`src/rtl/mips_pkg.sv`:
```
`default_nettype none
// ============================================================================
// Module      : mips_pkg
// Description : Shared definitions for the MIPS decode stage: data-path and
//               register-address defaults, opcode constants, the decode FSM
//               state type and an opcode-level register-write helper.
// Revision    : 1.0 - initial release
// ============================================================================
package mips_pkg;

    localparam int c_default_width = 32;
    localparam int c_default_depth = 5;

    localparam logic [5:0] c_op_rtype = 6'h00;
    localparam logic [5:0] c_op_beq   = 6'h04;
    localparam logic [5:0] c_op_addi  = 6'h08;
    localparam logic [5:0] c_op_andi  = 6'h0C;
    localparam logic [5:0] c_op_ori   = 6'h0D;
    localparam logic [5:0] c_op_lui   = 6'h0F;
    localparam logic [5:0] c_op_lw    = 6'h23;
    localparam logic [5:0] c_op_sw    = 6'h2B;

    typedef enum logic [1:0] {
        ST_IDLE  = 2'd0,
        ST_READ  = 2'd1,
        ST_VALID = 2'd2
    } dstate_t;

    // Opcodes whose result lands in a register. R-type with rd=0 is
    // filtered separately because it depends on the rd field.
    function automatic logic op_writes_reg(input logic [5:0] op);
        case (op)
            c_op_rtype, c_op_addi, c_op_andi,
            c_op_ori, c_op_lui, c_op_lw: return 1'b1;
            default:                     return 1'b0;
        endcase
    endfunction

endpackage : mips_pkg
`default_nettype wire

```
`src/rtl/instr_decode.sv`:
```
`default_nettype none
// ============================================================================
// Module      : instr_decode
// Description : Purely combinational field decode of a MIPS instruction word.
//               Ports:
//                 i_instr    - 32-bit instruction word
//                 o_imm      - immediate (sign-extended, or upper-placed for lui)
//                 o_dest     - destination register (rd for R-type, else rt)
//                 o_opcode   - instr[31:26]
//                 o_funct    - instr[5:0]
//                 o_regwrite - instruction writes a register
// Revision    : 1.0 - initial release
// ============================================================================
module instr_decode
    import mips_pkg::*;
#(
    parameter int WIDTH = c_default_width,
    parameter int DEPTH = c_default_depth
) (
    input  logic [31:0]      i_instr,
    output logic [WIDTH-1:0] o_imm,
    output logic [DEPTH-1:0] o_dest,
    output logic [5:0]       o_opcode,
    output logic [5:0]       o_funct,
    output logic             o_regwrite
);

    logic [5:0]  w_opcode;
    logic [4:0]  w_rt;
    logic [4:0]  w_rd;
    logic [15:0] w_imm16;
    // rs and shamt are not needed for the decoded bundle
    logic [9:0]  w_unused_fields;

    assign w_opcode        = i_instr[31:26];
    assign w_rt            = i_instr[20:16];
    assign w_rd            = i_instr[15:11];
    assign w_imm16         = i_instr[15:0];
    assign w_unused_fields = {i_instr[25:21], i_instr[10:6]};

    assign o_opcode = w_opcode;
    assign o_funct  = i_instr[5:0];

    always_comb begin
        o_imm = WIDTH'($signed(w_imm16));
        if (w_opcode == c_op_lui) begin
            o_imm = WIDTH'(w_imm16) << 16;
        end
    end

    assign o_dest = (w_opcode == c_op_rtype) ? DEPTH'(w_rd) : DEPTH'(w_rt);

    // An R-type aimed at $0 would be discarded by the register file anyway;
    // flag it as non-writing so later stages need not special-case it.
    assign o_regwrite = op_writes_reg(w_opcode) &&
                        !((w_opcode == c_op_rtype) && (w_rd == 5'd0));

endmodule : instr_decode
`default_nettype wire

```
`src/rtl/decode_stage.sv`:
```
`default_nettype none
// ============================================================================
// Module      : decode_stage
// Description : MIPS decode stage. Accepts an instruction, reads its two
//               source registers from an external register file, and hands a
//               decoded bundle to execute. Writebacks share the register-file
//               port and take priority over the read, with a starvation guard.
//               Ports:
//                 clk, rst_n             - clock, synchronous active-low reset
//                 in_valid/in_ready/instr - fetch handshake and instruction
//                 wb_valid/wb_ready/wb_addr/wb_data - writeback handshake
//                 rf_regwrite/rf_wr/rf_wd - register-file write port
//                 rf_rr1/rf_rr2, rf_rd1/rf_rd2 - register-file read port
//                 out_valid/out_ready    - execute handshake
//                 out_rs_val, out_rt_val, out_imm, out_dest,
//                 out_opcode, out_funct, out_regwrite - decoded bundle
// Revision    : 1.0 - initial release
// ============================================================================
module decode_stage
    import mips_pkg::*;
#(
    parameter int WIDTH = c_default_width,
    parameter int DEPTH = c_default_depth
) (
    input  logic             clk,
    input  logic             rst_n,
    // fetch handshake
    input  logic             in_valid,
    output logic             in_ready,
    input  logic [31:0]      instr,
    // writeback handshake
    input  logic             wb_valid,
    output logic             wb_ready,
    input  logic [DEPTH-1:0] wb_addr,
    input  logic [WIDTH-1:0] wb_data,
    // register file
    output logic             rf_regwrite,
    output logic [DEPTH-1:0] rf_rr1,
    output logic [DEPTH-1:0] rf_rr2,
    output logic [DEPTH-1:0] rf_wr,
    output logic [WIDTH-1:0] rf_wd,
    input  logic [WIDTH-1:0] rf_rd1,
    input  logic [WIDTH-1:0] rf_rd2,
    // execute handshake and bundle
    output logic             out_valid,
    input  logic             out_ready,
    output logic [WIDTH-1:0] out_rs_val,
    output logic [WIDTH-1:0] out_rt_val,
    output logic [WIDTH-1:0] out_imm,
    output logic [DEPTH-1:0] out_dest,
    output logic [5:0]       out_opcode,
    output logic [5:0]       out_funct,
    output logic             out_regwrite
);

    // Consecutive writeback grants tolerated in READ before one is refused
    localparam logic [1:0] c_starve_limit = 2'd2;

    dstate_t          r_state;
    dstate_t          w_state_nxt;
    logic [31:0]      r_instr;
    logic [1:0]       r_wb_streak;
    logic [WIDTH-1:0] r_rs_val;
    logic [WIDTH-1:0] r_rt_val;
    logic [WIDTH-1:0] r_imm;
    logic [DEPTH-1:0] r_dest;
    logic [5:0]       r_opcode;
    logic [5:0]       r_funct;
    logic             r_regwrite;

    logic             w_in_ready;
    logic             w_load_instr;
    logic             w_capture;
    logic             w_starve;
    logic             w_wb_ready;
    logic             w_wb_grant;
    logic [4:0]       w_rs_field;
    logic [4:0]       w_rt_field;

    logic [WIDTH-1:0] w_dec_imm;
    logic [DEPTH-1:0] w_dec_dest;
    logic [5:0]       w_dec_opcode;
    logic [5:0]       w_dec_funct;
    logic             w_dec_regwrite;

    assign w_rs_field = r_instr[25:21];
    assign w_rt_field = r_instr[20:16];

    // ------------------------------------------------------------------
    // Writeback arbitration: writes win the shared port, except that after
    // a run of grants in READ one cycle is refused so the read can finish.
    // ------------------------------------------------------------------
    assign w_starve   = (r_state == ST_READ) && (r_wb_streak == c_starve_limit);
    assign w_wb_ready = rst_n && !w_starve;
    assign w_wb_grant = wb_valid && w_wb_ready;

    assign wb_ready    = w_wb_ready;
    assign rf_regwrite = w_wb_grant && (wb_addr != '0);
    assign rf_wr       = w_wb_grant ? wb_addr : '0;
    assign rf_wd       = w_wb_grant ? wb_data : '0;

    assign rf_rr1 = DEPTH'(w_rs_field);
    assign rf_rr2 = DEPTH'(w_rt_field);

    // ------------------------------------------------------------------
    // Field decode of the held instruction
    // ------------------------------------------------------------------
    instr_decode #(
        .WIDTH (WIDTH),
        .DEPTH (DEPTH)
    ) u_instr_decode (
        .i_instr    (r_instr),
        .o_imm      (w_dec_imm),
        .o_dest     (w_dec_dest),
        .o_opcode   (w_dec_opcode),
        .o_funct    (w_dec_funct),
        .o_regwrite (w_dec_regwrite)
    );

    // ------------------------------------------------------------------
    // FSM next-state / control
    // ------------------------------------------------------------------
    always_comb begin
        w_state_nxt  = r_state;
        w_in_ready   = 1'b0;
        w_load_instr = 1'b0;
        w_capture    = 1'b0;
        case (r_state)
            ST_IDLE: begin
                w_in_ready = rst_n;
                if (in_valid) begin
                    w_load_instr = 1'b1;
                    w_state_nxt  = ST_READ;
                end
            end
            ST_READ: begin
                // Read data is only trustworthy when the port is not writing
                if (!w_wb_grant) begin
                    w_capture   = 1'b1;
                    w_state_nxt = ST_VALID;
                end
            end
            ST_VALID: begin
                if (out_ready) begin
                    // Bundle leaves this cycle, so a new instruction may enter
                    w_in_ready = rst_n;
                    if (in_valid) begin
                        w_load_instr = 1'b1;
                        w_state_nxt  = ST_READ;
                    end else begin
                        w_state_nxt  = ST_IDLE;
                    end
                end
            end
            default: begin
                w_state_nxt = ST_IDLE;
            end
        endcase
    end

    assign in_ready = w_in_ready;

    // ------------------------------------------------------------------
    // State and bundle registers
    // ------------------------------------------------------------------
    always_ff @(posedge clk) begin
        if (!rst_n) begin
            r_state     <= ST_IDLE;
            r_instr     <= '0;
            r_wb_streak <= '0;
            r_rs_val    <= '0;
            r_rt_val    <= '0;
            r_imm       <= '0;
            r_dest      <= '0;
            r_opcode    <= '0;
            r_funct     <= '0;
            r_regwrite  <= 1'b0;
        end else begin
            r_state <= w_state_nxt;

            if (w_load_instr) begin
                r_instr <= instr;
            end

            // Only back-to-back grants while reading count toward starvation
            if ((r_state == ST_READ) && w_wb_grant) begin
                r_wb_streak <= r_wb_streak + 2'd1;
            end else begin
                r_wb_streak <= '0;
            end

            if (w_capture) begin
                r_rs_val   <= (w_rs_field == 5'd0) ? '0 : rf_rd1;
                r_rt_val   <= (w_rt_field == 5'd0) ? '0 : rf_rd2;
                r_imm      <= w_dec_imm;
                r_dest     <= w_dec_dest;
                r_opcode   <= w_dec_opcode;
                r_funct    <= w_dec_funct;
                r_regwrite <= w_dec_regwrite;
            end
        end
    end

    assign out_valid    = (r_state == ST_VALID);
    assign out_rs_val   = r_rs_val;
    assign out_rt_val   = r_rt_val;
    assign out_imm      = r_imm;
    assign out_dest     = r_dest;
    assign out_opcode   = r_opcode;
    assign out_funct    = r_funct;
    assign out_regwrite = r_regwrite;

endmodule : decode_stage
`default_nettype wire

```
`config.mk`:
```
export PLATFORM = sky130hd
export DESIGN_NAME = decode_stage
export DESIGN_NICKNAME = d
export VERILOG_FILES = /design/src/rtl/mips_pkg.sv /design/src/rtl/instr_decode.sv /design/src/rtl/decode_stage.sv
export SDC_FILE = /design/constraint.sdc
export NUM_CORES = 1
export LEC_CHECK = 0
export ABC_CLOCK_PERIOD_IN_PS = 1500
export BUFFER_PORTS_ARGS = -buffer_cell sky130_fd_sc_hd__buf_2
export CORE_MARGIN = 5
export CORE_UTILIZATION = 44
export CTS_CLUSTER_DIAMETER = 100
export CTS_CLUSTER_SIZE = 30
export DETAILED_ROUTE_END_ITERATION = 6
export HOLD_SLACK_MARGIN = 0.15
export PLACE_DENSITY = 0.84
export SETUP_SLACK_MARGIN = 0.5
export SYNTH_ARGS = -nofsm -noshare
export SYNTH_HDL_FRONTEND = slang
export SYNTH_HIERARCHICAL = 1
export SYNTH_SLANG_ARGS = --single-unit
export TNS_END_PERCENT = 20
```
`constraint.sdc`:
```
create_clock -name clk -period 1.5 [get_ports clk]
set_clock_uncertainty 0.05 [all_clocks]
set_input_delay 0.225 -clock clk [delete_from_list [all_inputs] [get_ports clk]]
set_output_delay 0.225 -clock clk [all_outputs]
set_load 0.005 [all_outputs]
```
# ---- Word level (Yosys, flattened, before mapping)
# Cells that the tools add are included.
dict set report classes {
  n_mux 19
  n_addsub 1
  n_reduce_logical 18
  n_eq_ne 11
}
# operator n
set ops {}
lappend ops {{32-bit two-way mux} 3}
lappend ops {{31-bit two-way mux} 1}
lappend ops {{6-bit by 4-bit equality test with 1-bit output, second input constant} 4}
lappend ops {{5-bit logical NOT} 3}
lappend ops {{5-bit two-way mux} 2}
lappend ops {{1-bit logical AND} 7}
lappend ops {{1-bit two-way mux} 7}
lappend ops {{6-bit equality test, second input constant} 1}
lappend ops {{6-bit logical NOT} 1}
lappend ops {{2-bit two-way mux} 3}
lappend ops {{2-bit one-hot mux with 3 select lines} 1}
lappend ops {{6-bit OR reduction} 1}
lappend ops {{5-bit nonzero test} 1}
lappend ops {{2-bit equality test, second input constant} 2}
lappend ops {{2-bit inequality test, second input constant} 2}
lappend ops {{1-bit one-hot mux with 2 select lines} 2}
lappend ops {{3-bit AND reduction} 1}
lappend ops {{2-bit by 1-bit adder with 2-bit output, second input constant} 1}
lappend ops {{2-bit by 1-bit equality test with 1-bit output, second input constant} 1}
lappend ops {{1-bit logical NOT} 2}
lappend ops {{2-bit logical NOT} 1}
lappend ops {{2-bit by 1-bit inequality test with 1-bit output, second input constant} 1}
lappend ops {{2-bit AND reduction} 1}
dict set report word_totals {
  out_inout_bits 165
  inputBits 138
  ff_bits 150
  wordCells 59
}

# ---- Longest topological paths before layout
# Gate-level depths: netlist of the first run.
dict set report depth {
  ltp_word 7
  ltp_mapped 7
  depth_no_buf 5
}

# ---- By module
# Netlist of the first run, hierarchy kept.
# mod seq_area_each_um2 cells_per_inst n_inst area_each_um2
set by_module_without_submodules {}
lappend by_module_without_submodules {decode_stage 3002.9 742 1 6590.1}
lappend by_module_without_submodules {instr_decode 0.0 68 1 519.2}

# ---- Worst setup path after synthesis of the first run
# OpenSTA, ideal clock, no wires.
dict set report synth_timing {
  kind {reg2reg}
  start {reg r_wb_streak[0]}
  end {reg r_rs_val[20], in the netlist out_rs_val[20]}
  synth_period_minus_slack_ns 1.469
  setup_ns 0.069
  t_arrival_ns 1.350
  required_time_ns 1.381
  path_buffers 2
  path_stages_with_launch 8
  setup_slack_ns 0.031
  cell_sequence {dfxtp_1 > inv_1 > ha_1 > and3b_1 > buf_2 > buf_2 > o211ai_1 > o21ai_1}
}
dict set report synth_between {
  elab_chain_cells 7
}
# item line
set synth_lines {}
lappend synth_lines {{start: declaration} decode_stage.sv:62} ;# logic [1:0] r_wb_streak;
lappend synth_lines {{start signal: assignment} decode_stage.sv:187} ;# r_wb_streak <= r_wb_streak + 2'd1;
lappend synth_lines {{2-bit equality test} decode_stage.sv:93} ;# assign w_starve = (r_state == ST_READ) && (r_wb_streak == c_starve_limit);
lappend synth_lines {{1-bit logical AND} decode_stage.sv:93}
lappend synth_lines {{1-bit logical NOT} decode_stage.sv:94} ;# assign w_wb_ready = rst_n && !w_starve;
lappend synth_lines {{1-bit logical AND} decode_stage.sv:94}
lappend synth_lines {{1-bit logical AND} decode_stage.sv:95} ;# assign w_wb_grant = wb_valid && w_wb_ready;
lappend synth_lines {{1-bit two-way mux} decode_stage.sv:138} ;# if (!w_wb_grant) begin
lappend synth_lines {{1-bit two-way mux} decode_stage.sv:128} ;# case (r_state)
lappend synth_lines {{end signal: assignment} decode_stage.sv:193} ;# r_rs_val <= (w_rs_field == 5'd0) ? '0 : rf_rd1;
lappend synth_lines {{end: declaration} decode_stage.sv:63} ;# logic [WIDTH-1:0] r_rs_val;
# Every way passes these cells.
# A chain may end at the register's enable or synchronous reset.

# ---- Worst setup path in the final report of the first run
dict set report layout_timing {
  start {reg r_wb_streak[0]}
  end {out rf_wd[14]}
}
dict set report layout_between {
  elab_chain_cells 6
}
# item line
set layout_lines {}
lappend layout_lines {{2-bit equality test} decode_stage.sv:93}
lappend layout_lines {{1-bit logical AND} decode_stage.sv:93}
lappend layout_lines {{1-bit logical NOT} decode_stage.sv:94}
lappend layout_lines {{1-bit logical AND} decode_stage.sv:94}
lappend layout_lines {{1-bit logical AND} decode_stage.sv:95}
lappend layout_lines {{32-bit two-way mux} decode_stage.sv:100} ;# assign rf_wd = w_wb_grant ? wb_data : '0;
lappend layout_lines {{end: declaration} decode_stage.sv:41} ;# output logic [WIDTH-1:0] rf_wd,
# Every way passes these cells.

==> flow_summary.yaml, run 1 <==
grt:
  globalRouteOverflowTotal: 0
  track_usage_pct: 26.0
  number_of_antenna_violations_at_the_first_check_in_global_routing: 2
  first_global_vias: 7509
  pin_count_of_the_biggest_net_entering_global_routing: 101
  wire_length_of_the_first_global_routing_pass_mm: 38.8
setup_path:
  timing.critical_path.to_type: "output port"
  path_cells: "inv_2 > ha_4 > a21oi_4 > buf_12 > buf_6 > and2_1 > buf_2"
  worst-path-max-fanout: 9
  worstSetupStartpointType: "register"
  slowest_delay_ns: 0.33
  critical_path_arrival_ns: 1.69
  criticalPathCategory: "reg2out"
  critical_path_required_time_ns: 1.22
  critical_path.slowest_cell: "sky130_fd_sc_hd__dfxtp_2"
  rr_worst_depth: 7
final_layout:
  multiInputGateArea_mm2: 0.00356
  drive_above_1_share_pct: 38.3
  layout.cell_area.non_filler_mm2: 0.0110
  ff_latch_area_mm2: 0.00304
  final_core_util_pct: 69.2
  layout-area-overhead-vs-synth_pct: 54.6
  fillers: 1100
  nets: 1310
  most_frequent_cells_in_the_layout: "271 x sky130_fd_sc_hd__buf_2, 165 x sky130_fd_sc_hd__nand2_1, 125 x sky130_fd_sc_hd__dfxtp_1, 97 x sky130_fd_sc_hd__dlygate4sd3_1, 81 x sky130_fd_sc_hd__mux2i_1"
  layout_commonest_cell: "sky130_fd_sc_hd__buf_2"
outcome:
  status: "finished with violations"
  failed_checks: "design-rule violations, negative setup slack"
clock_tree:
  clock-root-buffer: "sky130_fd_sc_hd__clkbuf_16"
  ctsHtreeMaxLevel: 4
  ctsLongestPathBuffers: 2
  cts-buffers-inserted: 17
  clk_pin_slew_worst_paths_ns: 0.07
  clock_sink_count: 150
  cts_tree: "built"
  clkLatencyLatePin_ns: 0.42
timing:
  worst_path_setup_slack_after_routing_ns: -0.464
  maxClockFrequency_mhz: 509
  layout_worst_path_cycle_share_pct: 131
  maxSlewViolCount: 0
  report.final.hold_viol_count: 0
  timing.slew.headroom_pct: 73.2
  rsz_0062_raised_after_global_routing: "yes"
  transition_at_the_pin_with_the_smallest_max_transition_slack_ns: 0.402
  timing.final.setup_violations: 135
  final_critical_period_ns: 1.96
placed_design:
  place_hpwl_mm: 15.0
  dpl_worst_slack_ns: -0.0292
  post_place_instance_area_mm2: 0.00871
  place_congestion: 0.847
  portBuffers: 302
pwr:
  p_leak_uw: 0.00492
  power.ir.vdd_worst_uv: 761
  pwr_density_cell_mw_per_mm2: 976
  totalPowerFinal_uw: 10700
detailed_routing:
  detail_route.drc_violations: 3
  drt_pass1_iterations: 7
  drt-total-wl_mm: 27.0
  final_antenna_net_count: 0
  via_density_per_instance: 5.50
  route.detailed.wl_per_inst_um: 19.2
  drtIter0Drc: 542
  num_vias: 7716
logic_synthesis:
  seq_area_frac_synth_pct: 42.2
  syn-num-nets: 949
  synth-async-reset-ratio_pct: 0
  netlist_area_mm2: 0.00711
  synth_cells: 810
  average_cell_area_after_synthesis_um2: 8.78
  ys_seq_elements: 150
  ys_types: 42
  synth.largest_area_cell: "sky130_fd_sc_hd__dfxtp_1"
  synthFlopType: "sky130_fd_sc_hd__dfxtp_1"
  number_of_warning_messages_in_the_yosys_log: 6
  synth_top_area_share_pct: 42.2
  ys_top_cells_by_area: "sky130_fd_sc_hd__dfxtp_1 42%, sky130_fd_sc_hd__mux2i_1 12%, sky130_fd_sc_hd__nand2_1 8.7%"
  synth_edf_count: 0
flow_run:
  max-cap-violations: 0
die:
  site_rows: 46
  die-area_mm2: 0.0188
  pin_count: 303
  chipHeight_um: 137
  start_util_pct: 44.8
  coreArea_mm2: 0.0159
  dieWidth_um: 137
min_path:
  min_delay_path_depth: 4
  hp-class: "in2reg"
[sequential cells by signal, summed over array words and instances (netlist names)]
signal and count:
out_opcode 6, r_instr 32, out_imm 32, out_rs_val 32, r_wb_streak 2, out_rt_val 32
out_funct 6, out_regwrite 1, out_dest 5, r_state 2
[path summary, 6_finish.rpt]
check,start,to,slack [ns]
setup / recovery,r_wb_streak[0]$_SDFF_PN0_,rf_wd[14],-0.46
hold / removal,rst_n,out_imm[29]$_SDFFE_PN0P_,0.28
setup reg to reg,r_wb_streak[0]$_SDFF_PN0_,out_rt_val[18]$_SDFFE_PN0P_,-0.14
hold reg to reg,r_wb_streak[0]$_SDFF_PN0_,r_wb_streak[0]$_SDFF_PN0_,0.37
[report_power, final]
part	leakage [uW]	switching [uW]	internal [uW]
sequential	0.00123	134	4150
combinational	0.00339	962	1000
clock	0.000301	1780	2700
total	0.00492	2880	7850
[cell usage after synthesis (3+ instances only)]
cell type	instances
sky130_fd_sc_hd__nand4_1	64
sky130_fd_sc_hd__o211ai_1	64
sky130_fd_sc_hd__o21ai_1	16
sky130_fd_sc_hd__clkbuf_1	16
sky130_fd_sc_hd__nor2_1	5
sky130_fd_sc_hd__nand2_1	165
sky130_fd_sc_hd__buf_4	36
sky130_fd_sc_hd__a21o_1	9
sky130_fd_sc_hd__mux2i_1	82
sky130_fd_sc_hd__buf_1	7
sky130_fd_sc_hd__o21ai_0	49
sky130_fd_sc_hd__mux2_2	5
sky130_fd_sc_hd__and2_1	37
sky130_fd_sc_hd__o21a_1	3
sky130_fd_sc_hd__a21o_2	6
sky130_fd_sc_hd__buf_2	40
sky130_fd_sc_hd__buf_6	7
sky130_fd_sc_hd__nor2b_1	18
sky130_fd_sc_hd__nor2_4	3
sky130_fd_sc_hd__dfxtp_1	150
[through the flow]
stage	TNS [ns]	instances	hold slack, ns
6_report	-20.25	1403	0.280
5_1_grt	-30.87	1402	0.295
4_1_cts	-18.76	1391	0.255
3_5_place_dp	-0.0680	1252	0.363
3_3_place_gp	-0.0224	1252	0.361
2_1_floorplan	0	810	0.310
[layout make-up]
cell class              instances  share of cell area (%)
diodes                          3                  0.0683
clock buffers                  20                    4.06
clock inverters                12                    1.53
inverters                       1                  0.0341
multi-input cells             551                    32.4
flip-flops and latches        150                    27.7
well taps                     216                    2.46
repair buffers                450                    31.8
[repair_timing]
item,in CTS,in global routing
hold buffers,97,0
gates cloned,5,7
hold endpoints to repair,97,0
resized for setup,51,41
pin swaps,4,11
setup endpoints to repair,315,315
buffers inserted,5,2
[critical path: cells and delay by family, from the launching register on]
family	cells	cell delay [ns]
AO/OA/AOI/OAI	1	0.17
adder cells (fa/ha/maj)	1	0.17
buffers and inverters	4	0.43
flip-flops	1	0.33
AND/OR/NAND/NOR	1	0.16
[kinds of logic after synthesis]
group / synth area share [%]
AND/OR/NAND/NOR: 22.2
flip-flops: 42.2
AO/OA/AOI/OAI: 13.9
multiplexers: 12.3
adder cells (fa/ha/maj): 0.176
buffers and inverters: 9.13
[per-layer routing]
layer	vias up	global-route usage (%)	wire, um
li1	3557	-	-
met1	3572	30.6	10200
met2	476	43.0	13100
met3	111	6.10	2290
met4	0	15.6	1410
met5	-	0	0
No activity file was read; power rests on OpenSTA's default activity.
==> run 2, diff against run 1 <==
--- a/config.mk
+++ b/config.mk
@@ -14,7 +14,7 @@
 export DETAILED_ROUTE_END_ITERATION = 6
 export HOLD_SLACK_MARGIN = 0.15
 export PLACE_DENSITY = 0.84
-export SETUP_SLACK_MARGIN = 0.5
+export SETUP_SLACK_MARGIN = 0.02
 export SYNTH_ARGS = -nofsm -noshare
 export SYNTH_HDL_FRONTEND = slang
 export SYNTH_HIERARCHICAL = 1
==> run 2 against run 1 <==
Compared with the run above:
- the flow finishes with violations (negative setup slack)
- flip-flop and latch count did not move
- clock-buffer cell count rose by 3
- critical path depth fell by 2
- design area fell by 6.2%
==> flow_summary.yaml, run 2 (synthesized netlist as in run 1, its figures left out) <==
grt:
  track_usage_pct: 23.9
  first_global_vias: 7148
  pin_count_of_the_biggest_net_entering_global_routing: 113
  globalRouteOverflowTotal: 0
  number_of_antenna_violations_at_the_first_check_in_global_routing: 1
  wire_length_of_the_first_global_routing_pass_mm: 36.2
die:
  site_rows: 46
  die-area_mm2: 0.0188
  start_util_pct: 44.8
  chipHeight_um: 137
  coreArea_mm2: 0.0159
  dieWidth_um: 137
  pin_count: 303
timing:
  rsz_0062_raised_after_global_routing: "yes"
  maxClockFrequency_mhz: 526
  final_critical_period_ns: 1.90
  timing.slew.headroom_pct: 70.8
  worst_hold_slack_ns: 0.275
  transition_at_the_pin_with_the_smallest_max_transition_slack_ns: 0.437
  layout_worst_path_cycle_share_pct: 127
  maxSlewViolCount: 0
  timing.final.setup_violations: 110
  worst_path_setup_slack_after_routing_ns: -0.401
  report.final.hold_viol_count: 0
setup_path:
  timing.critical_path.to_type: "output port"
  reg2reg_slack_ns: -0.11
  worstSetupStartpointType: "register"
  criticalPathCategory: "reg2out"
  r2r_start: "r_wb_streak[0]$_SDFF_PN0_"
  critical_path_required_time_ns: 1.22
  critical_path_arrival_ns: 1.63
  worst-path-max-fanout: 19
  critical_path.startpoint: "r_state[1]$_SDFFE_PN0P_"
final_layout:
  nets: 1296
  most_frequent_cells_in_the_layout: "300 x sky130_fd_sc_hd__buf_2, 165 x sky130_fd_sc_hd__nand2_1, 146 x sky130_fd_sc_hd__dfxtp_1, 98 x sky130_fd_sc_hd__dlygate4sd3_1, 82 x sky130_fd_sc_hd__mux2i_1"
  layout_commonest_cell: "sky130_fd_sc_hd__buf_2"
  drive_above_1_share_pct: 34.6
  layout-area-overhead-vs-synth_pct: 45.1
  diodes: 0
detailed_routing:
  final_antenna_net_count: 0
  drtIter0Drc: 442
  num_vias: 7425
  via_density_per_instance: 5.36
  route.detailed.wl_per_inst_um: 17.4
  drt_pass1_iterations: 5
  detail_route.drc_violations: 0
  drt-total-wl_mm: 24.1
clock_tree:
  clk_pin_slew_worst_paths_ns: 0.06
  clock_sink_count: 150
  ctsHtreeMaxLevel: 4
  ctsLongestPathBuffers: 2
  cts-buffers-inserted: 17
  cts_setup_buffers: 0
  cts_tree: "built"
  clock-root-buffer: "sky130_fd_sc_hd__clkbuf_16"
  clkLatencyLatePin_ns: 0.41
pwr:
  p_leak_uw: 0.00468
  totalPowerFinal_uw: 10000
  power.ir.vdd_worst_uv: 768
  pwr_density_cell_mw_per_mm2: 972
min_path:
  hold_start: "wb_valid"
  hp-class: "in2reg"
flow_run:
  max-cap-violations: 0
placed_design:
  dpl_worst_slack_ns: -0.0638
  place_hpwl_mm: 14.3
  portBuffers: 302
  place_congestion: 0.797
outcome:
  failed_checks: "negative setup slack"
  status: "finished with violations"
==> run 2: repair_timing <==
item	4_1_cts	5_1_grt
pin swaps	2	7
endpoints found under the hold margin	98	0
endpoints found under the setup margin	168	188
cloned	0	1
hold buffers	98	0
gates resized for setup	18	31
==> run 2: where the power goes <==
group          total, uW  internal (uW)  switching (uW)
combinational       1720            844             880
sequential          4270           4150             120
clock               4030           2350            1680
==> run 2: layout make-up <==
cell class	count	area (um2)
fillers	1181	5570
well taps	216	270
repair buffers	436	2960
multi-input cells	551	3510
inverters	1	3.75
flip-flops and latches	150	3010
clock inverters	9	67.6
clock buffers	23	498
==> run 2: path summary, 6_finish.rpt <==
kind | to | depth (start not counted)
setup reg to reg | out_funct[0]$_SDFFE_PN0P_ | 6
hold / removal | r_wb_streak[0]$_SDFF_PN0_ | 4
setup / recovery | rf_wd[5] | 5
hold reg to reg | r_wb_streak[0]$_SDFF_PN0_ | 1
==> run 2: through the flow <==
| step | area, um2 | std cells | TNS (ns) | utilization (%) |
|---|---|---|---|---|
| after floorplan | 7110 | 810 | 0 | - |
| after global placement | 8700 | 1255 | -0.742 | 54.7 |
| after detailed placement | 8700 | 1255 | -2.41 | 54.7 |
| after CTS | 10300 | 1385 | -17.12 | 64.6 |
| after global routing | 10300 | 1386 | -28.32 | 64.9 |
| final | 10300 | 1386 | -16.44 | 64.9 |
==> run 2: per-layer routing <==
layer | routed length (um) | global-route usage [%] | up-vias
met5 | 11 | 0 | -
met4 | 710 | 9.76 | 2
met3 | 2250 | 7.02 | 65
met2 | 11400 | 38.9 | 398
met1 | 9770 | 29.6 | 3448
li1 | - | - | 3512
==> run 2: critical path, stage by stage (launching register included) <==
cell,delay [ns]
sky130_fd_sc_hd__dfxtp_2,0.32
sky130_fd_sc_hd__and2b_2,0.24
sky130_fd_sc_hd__a21oi_4,0.22
sky130_fd_sc_hd__buf_12,0.17
sky130_fd_sc_hd__and2_1,0.15
sky130_fd_sc_hd__buf_2,0.12
